===== src/rtl/bitblade_slice_mul_seq_pkg.sv =====
// Shared types and constants for the sliced 2b multiplier sequencer.
package bitblade_pkg;

  localparam int SLICE_W     = 2;
  localparam int CELL_PROD_W = 6;

  typedef enum logic [1:0] {
    IDLE = 2'd0,
    CALC = 2'd1,
    DONE = 2'd2
  } state_t;

endpackage


===== src/rtl/bitblade_slice_mul_seq_if.sv =====
// Operand-in / product-out valid-ready bundle for bitblade_slice_mul_seq.
interface bitblade_slice_mul_seq_if #(
  parameter int N_SLICE = 4,
  parameter int ACC_W   = 4 * N_SLICE + 1
);

  logic                   in_valid;
  logic                   in_ready;
  logic [2*N_SLICE-1:0]   in_a;
  logic [2*N_SLICE-1:0]   in_b;
  logic                   in_sign_i;
  logic                   in_sign_w;
  logic                   out_valid;
  logic                   out_ready;
  logic [ACC_W-1:0]       out_prod;

  modport master (
    output in_valid, in_a, in_b, in_sign_i, in_sign_w, out_ready,
    input  in_ready, out_valid, out_prod
  );

  modport slave (
    input  in_valid, in_a, in_b, in_sign_i, in_sign_w, out_ready,
    output in_ready, out_valid, out_prod
  );

endinterface


===== src/rtl/bitblade_slice_mul_seq_cell.sv =====
// 2b x 2b reconfigurable multiplier cell; each operand is signed when its sign input is set.
module MUL_reconfigurable_3_3 (
  input  logic [1:0] A,
  input  logic [1:0] B,
  input  logic       SignI,
  input  logic       SignW,
  output logic [5:0] MUL
);

  logic signed [2:0] a_ext;
  logic signed [2:0] b_ext;
  logic signed [5:0] prod;

  assign a_ext = {SignI & A[1], A};
  assign b_ext = {SignW & B[1], B};
  assign prod  = a_ext * b_ext;
  assign MUL   = prod;

endmodule


===== src/rtl/bitblade_slice_mul_seq.sv =====
// Sequential wide multiplier: walks all 2b slice pairs through one cell and shift-adds the partial products.
//
// state | meaning
// IDLE  | in_ready high, waiting for an operand pair
// CALC  | one slice pair per cycle, accumulating shifted cell products
// DONE  | out_valid high, product held until out_ready
module bitblade_slice_mul_seq
  import bitblade_pkg::*;
#(
  parameter int N_SLICE = 4
) (
  input  logic                   CLK,
  input  logic                   RSTN,
  bitblade_slice_mul_seq_if.slave bus
);

  localparam int ACC_W = 4 * N_SLICE + 1;
  localparam int OP_W  = SLICE_W * N_SLICE;
  localparam int IDX_W = (N_SLICE > 1) ? $clog2(N_SLICE) : 1;
  localparam logic [IDX_W-1:0] LAST_IDX = IDX_W'(N_SLICE - 1);

  state_t                  state;
  logic [IDX_W-1:0]        i_idx;
  logic [IDX_W-1:0]        j_idx;
  logic [OP_W-1:0]         a_q;
  logic [OP_W-1:0]         b_q;
  logic                    sign_i_q;
  logic                    sign_w_q;
  logic signed [ACC_W-1:0] acc;
  logic signed [ACC_W-1:0] acc_next;
  logic signed [ACC_W-1:0] prod_ext;
  logic [SLICE_W-1:0]      a_slice;
  logic [SLICE_W-1:0]      b_slice;
  logic                    cell_sign_i;
  logic                    cell_sign_w;
  logic [CELL_PROD_W-1:0]  cell_prod;
  logic                    last_pair;

  // Only the top slice of a signed operand carries the sign weight.
  always_comb begin
    a_slice     = a_q[SLICE_W*int'(i_idx) +: SLICE_W];
    b_slice     = b_q[SLICE_W*int'(j_idx) +: SLICE_W];
    cell_sign_i = sign_i_q & (i_idx == LAST_IDX);
    cell_sign_w = sign_w_q & (j_idx == LAST_IDX);
    prod_ext    = {{(ACC_W-CELL_PROD_W){cell_prod[CELL_PROD_W-1]}}, cell_prod};
    acc_next    = acc + (prod_ext << (SLICE_W * (int'(i_idx) + int'(j_idx))));
    last_pair   = (i_idx == LAST_IDX) && (j_idx == LAST_IDX);
  end

  MUL_reconfigurable_3_3 u_cell (
    .A     (a_slice),
    .B     (b_slice),
    .SignI (cell_sign_i),
    .SignW (cell_sign_w),
    .MUL   (cell_prod)
  );

  always_ff @(posedge CLK or negedge RSTN) begin
    if (!RSTN) begin
      state         <= IDLE;
      bus.in_ready  <= 1'b1;
      bus.out_valid <= 1'b0;
      bus.out_prod  <= '0;
      i_idx         <= '0;
      j_idx         <= '0;
      a_q           <= '0;
      b_q           <= '0;
      sign_i_q      <= 1'b0;
      sign_w_q      <= 1'b0;
      acc           <= '0;
    end else begin
      case (state)
        IDLE: begin
          if (bus.in_valid) begin
            a_q          <= bus.in_a;
            b_q          <= bus.in_b;
            sign_i_q     <= bus.in_sign_i;
            sign_w_q     <= bus.in_sign_w;
            acc          <= '0;
            i_idx        <= '0;
            j_idx        <= '0;
            bus.in_ready <= 1'b0;
            state        <= CALC;
          end
        end
        CALC: begin
          acc <= acc_next;
          if (j_idx == LAST_IDX) begin
            j_idx <= '0;
            i_idx <= i_idx + 1'b1;
          end else begin
            j_idx <= j_idx + 1'b1;
          end
          if (last_pair) begin
            i_idx         <= '0;
            bus.out_prod  <= acc_next;
            bus.out_valid <= 1'b1;
            state         <= DONE;
          end
        end
        DONE: begin
          if (bus.out_ready) begin
            bus.out_valid <= 1'b0;
            bus.in_ready  <= 1'b1;
            state         <= IDLE;
          end
        end
        default: begin
          bus.out_valid <= 1'b0;
          bus.in_ready  <= 1'b1;
          state         <= IDLE;
        end
      endcase
    end
  end

endmodule


===== src/flat_wrapper.sv =====
// flat-port wrapper written by rule: the top's interface ports become plain ports
module bitblade_slice_mul_seq_flat import bitblade_pkg::*;
#(
  parameter int N_SLICE = 4
)
  (CLK, RSTN, bus_in_valid, bus_in_a, bus_in_b, bus_in_sign_i, bus_in_sign_w, bus_out_ready, bus_in_ready, bus_out_valid, bus_out_prod);
  bitblade_slice_mul_seq_if #(.N_SLICE(N_SLICE)) bus_i ();
  input  logic CLK;
  input  logic RSTN;
  input wire logic [$bits(bus_i.in_valid)-1:0] bus_in_valid;
  input wire logic [$bits(bus_i.in_a)-1:0] bus_in_a;
  input wire logic [$bits(bus_i.in_b)-1:0] bus_in_b;
  input wire logic [$bits(bus_i.in_sign_i)-1:0] bus_in_sign_i;
  input wire logic [$bits(bus_i.in_sign_w)-1:0] bus_in_sign_w;
  input wire logic [$bits(bus_i.out_ready)-1:0] bus_out_ready;
  output wire logic [$bits(bus_i.in_ready)-1:0] bus_in_ready;
  output wire logic [$bits(bus_i.out_valid)-1:0] bus_out_valid;
  output wire logic [$bits(bus_i.out_prod)-1:0] bus_out_prod;
  assign bus_i.in_valid = bus_in_valid;
  assign bus_i.in_a = bus_in_a;
  assign bus_i.in_b = bus_in_b;
  assign bus_i.in_sign_i = bus_in_sign_i;
  assign bus_i.in_sign_w = bus_in_sign_w;
  assign bus_i.out_ready = bus_out_ready;
  assign bus_in_ready = bus_i.in_ready;
  assign bus_out_valid = bus_i.out_valid;
  assign bus_out_prod = bus_i.out_prod;
  bitblade_slice_mul_seq #(.N_SLICE(N_SLICE)) u_core (.CLK(CLK), .RSTN(RSTN), .bus(bus_i));
endmodule

===== config.mk =====
export PLATFORM = sky130hd
export DESIGN_NAME = bitblade_slice_mul_seq_flat
export DESIGN_NICKNAME = d
export VERILOG_FILES = /design/src/rtl/bitblade_slice_mul_seq_pkg.sv /design/src/rtl/bitblade_slice_mul_seq_if.sv /design/src/rtl/bitblade_slice_mul_seq_cell.sv /design/src/rtl/bitblade_slice_mul_seq.sv /design/src/flat_wrapper.sv
export SDC_FILE = /design/constraint.sdc
export NUM_CORES = 1
export LEC_CHECK = 0
export ABC_AREA = 1
export CORE_UTILIZATION = 52
export DETAILED_ROUTE_END_ITERATION = 12
export HOLD_SLACK_MARGIN = 0.05
export PLACE_DENSITY = 0.85
export SLEW_MARGIN = 40
export SYNTH_ARGS = -nofsm -noshare
export SYNTH_HDL_FRONTEND = slang
export SYNTH_HIERARCHICAL = 1
export SYNTH_SLANG_ARGS = --single-unit

===== constraint.sdc =====
create_clock -name CLK -period 4.8 [get_ports CLK]
set_input_delay 0.72 -clock CLK [delete_from_list [all_inputs] [get_ports CLK]]
set_output_delay 0.72 -clock CLK [all_outputs]
set_load 0.01 [all_outputs]

==> metrics <==
Leakage Power=2.916 nW; DPL Wire Length=7145 um; Synth Area in Adders=0.1006; GRT Overall Usage=0.2613; RSZ-0062 raised after global routing=yes; final wirelength=10920 um; measured slew at the worst slew-check pin=0.7020 ns; share of layout cells above drive strength 1=0.2057; DRC viols=0; fin crit share=0.9851; Sink Count=60; ant diodes=0; startpoint types=register; via count=4080; die width=90.84 um; most frequent cells in the layout=nand2_1, inv_1, dfrtp_1; antenna violations before repair=0; Tmin final=4.728 ns; Hold-fix buffers, CTS=0; largest family of logic cells by synthesized area=simple AND/OR/NAND/NOR gates; Mapped Area=~0.0041 mm^2; fill cell count=between 600 and 700; Compound-Gate Fraction of Synth Area=0.07470; final setup TNS=0 ns; clk buf depth=2; first-pass GRT wire length=approximately 17000 um; WL met1=4624 um; Slew HR=0.5308; # port buffers=40; Pwr Density=~600 mW/mm^2; Final setup viols=0; delay-heaviest family, CP=adder cells; Slowest cell on crit path=fa_1; synth unique cells=35; WHS=0.4188 ns; fmax=approximately 210 MHz; GRT overflow=0; top post-synthesis cells by area=dfrtp_1, nand2_1, ha_1, inv_1, nand3_1; top cell type by total area after synthesis=dfrtp_1; GPL Wtd Cong=0.9626; reg2reg end=u_core/acc[14]; Pre-Repair DR Iteration Count=8; CP Launch Point=u_core/i_idx[0]; Fin. Hold Viols=0; met2 wire len=5375 um; Slew Viols, Final=0; Root Buffer Master=clkbuf_8; Post-Syn Instances=596; commonest non-fill, non-tap cell in the layout=nand2_1; DR top layer=met4; class of the worst hold path=input pin to asynchronous set/reset pin; Peak VDD IR=393.2 uV; Layout area overhead=28.60%; Worst setup EP type=register; reg2reg path depth=29; Clock Skew=0.008590 ns; Clock H-tree levels=3; FP Rows=32; Seq/Total Area, Yosys=0.3662; die area=between 0.008 and 0.009 mm^2; final antenna-violating net count=0; die height=90.84 um; pin count of the biggest net entering global routing=61; Yosys Warn Count=6; Worst Path Required=5.08 ns; outcome=finished clean; Boundary Pins=41; fin nets=708; max-cap violations=0; Post-Synth XOR/XNOR Area=0.01280; post-synth top area share=0.3598; Initial Util=0.5339; Worst Path Arrival=5.01 ns; critical path's most frequent cell=nand2_2; worst reg2reg path startpoint=u_core/i_idx[0]; Clock transition at path regs=0.08 ns; Clock Latency Late Sink=about 0.34 ns; slack of the worst reg-to-reg path=0.07 ns; met3 routed WL=728 um; Worst path max stage delay=0.49 ns; Synth Area in Simple Gates=0.3506; Seq cells post-synth=60; Syn Nets=between 600 and 700; crit path max fanout=6; core area=0.007687 mm^2; DR iter-0 viols=320; post-synthesis mux area share=0; per-instance average area after synthesis=6.886 um^2; Buf+Inv Stages, Crit Path=5; vias in the first global route=about 3800; cts bufs inserted=9; DR WL/cell=14.32 um; TritonCTS clock tree=done; CP Class=register to register; DR vias/cell=5.347
==> state kept, by name, indices dropped and copies added, names as in the netlist <==
signal	count
u_core/a_q	8
u_core/acc	17
u_core/b_q	8
u_core/bus.in_ready	1
u_core/bus.out_prod	17
u_core/bus.out_valid	1
u_core/i_idx	2
u_core/j_idx	2
u_core/sign_i_q	1
u_core/sign_w_q	1
u_core/state	2
==> area by class of cell <==
class,instances,area [um^2],area share
multi-input combinational,439,2549,0.4829
sequential,60,1505,0.2852
timing repair buffer,60,549.3,0.1041
inverter,86,330.3,0.06259
clock buffer,10,127.6,0.02418
tap,102,127.6,0.02418
clock inverter,6,88.84,0.01683
==> per-layer routing <==
layer / GRT usage / vias up
met1: 0.3312 / 1937
met4: 0.07407 / 0
met2: 0.4419 / 148
met5: 0 / -
li1: - / 1970
met3: 0.06481 / 25
==> synth_stat cells (all sizes together) <==
cell and n:
nor3b 1, ha 25, inv 86, o21ai 31
or2 6, fa 5, nand2 259, nor2 34
and2 4, dfstp 1, o21bai 1, nand3 35
xnor2 1, a21oi 19, xor2 5, a31oi 1
o22ai 5, dfrtp 59, nor3 2, buf 11
o211ai 1, nand4 4
==> repair_timing <==
item | CTS | global route
buffers inserted | 3 | 6
endpoints found under the setup margin | 23 | 24
pin swaps | 2 | 46
gates cloned | 0 | 0
gates resized for setup | 14 | 90
==> stage by stage <==
stage / std cells / setup slack, ns / util / total power, mW / cell area (um^2)
2_1_floorplan: 596 / 0.2781 / - / 1.825 / 4104
3_3_place_gp: 738 / -0.1814 / 0.6038 / 2.169 / 4642
3_5_place_dp: 738 / -0.3227 / 0.6045 / 2.209 / 4647
4_1_cts: 757 / 0.003041 / 0.6418 / 2.801 / 4933
5_1_grt: 763 / -0.1875 / 0.6865 / 3.396 / 5278
6_report: 763 / 0.07168 / 0.6865 / 3.163 / 5278
==> worst register-to-register path: cells and delay by family, from the launching register on <==
family | cells | cell delay (ns)
adders and majority gates | 5 | 1.61
and+or+nand+nor | 12 | 1.26
AOI/OAI and AO/OA | 7 | 1.05
DFF | 1 | 0.46
buffers and inverters | 5 | 0.28
==> how the worst max path moves through the flow <==
stage | endpoint | slack, ns | cells after the start
after floorplan | u_core/bus.out_prod[10] | 0.28 | 32
after global placement | u_core/bus.out_prod[13] | -0.18 | 31
after detailed placement | u_core/bus.out_prod[10] | -0.32 | 33
after CTS | u_core/bus.out_prod[16] | 0.003 | 29
after global routing | u_core/bus.out_prod[15] | -0.19 | 32
final | u_core/acc[14] | 0.07 | 29
==> kinds of logic after synthesis <==
| logic type | after synthesis |
|---|---|
| xor gates and xnor gates | 6 |
| DFF | 60 |
| adders and majority gates | 30 |
| buffers and inverters | 97 |
| AOI/OAI and AO/OA | 58 |
| and+or+nand+nor | 345 |
==> power breakdown <==
part	total [mW]	switching (mW)	internal, mW
logic	1.88	1.17	0.710
clock network	0.512	0.220	0.292
registers	0.772	0.113	0.658
Note: power is estimated with default switching activity, not from simulation.
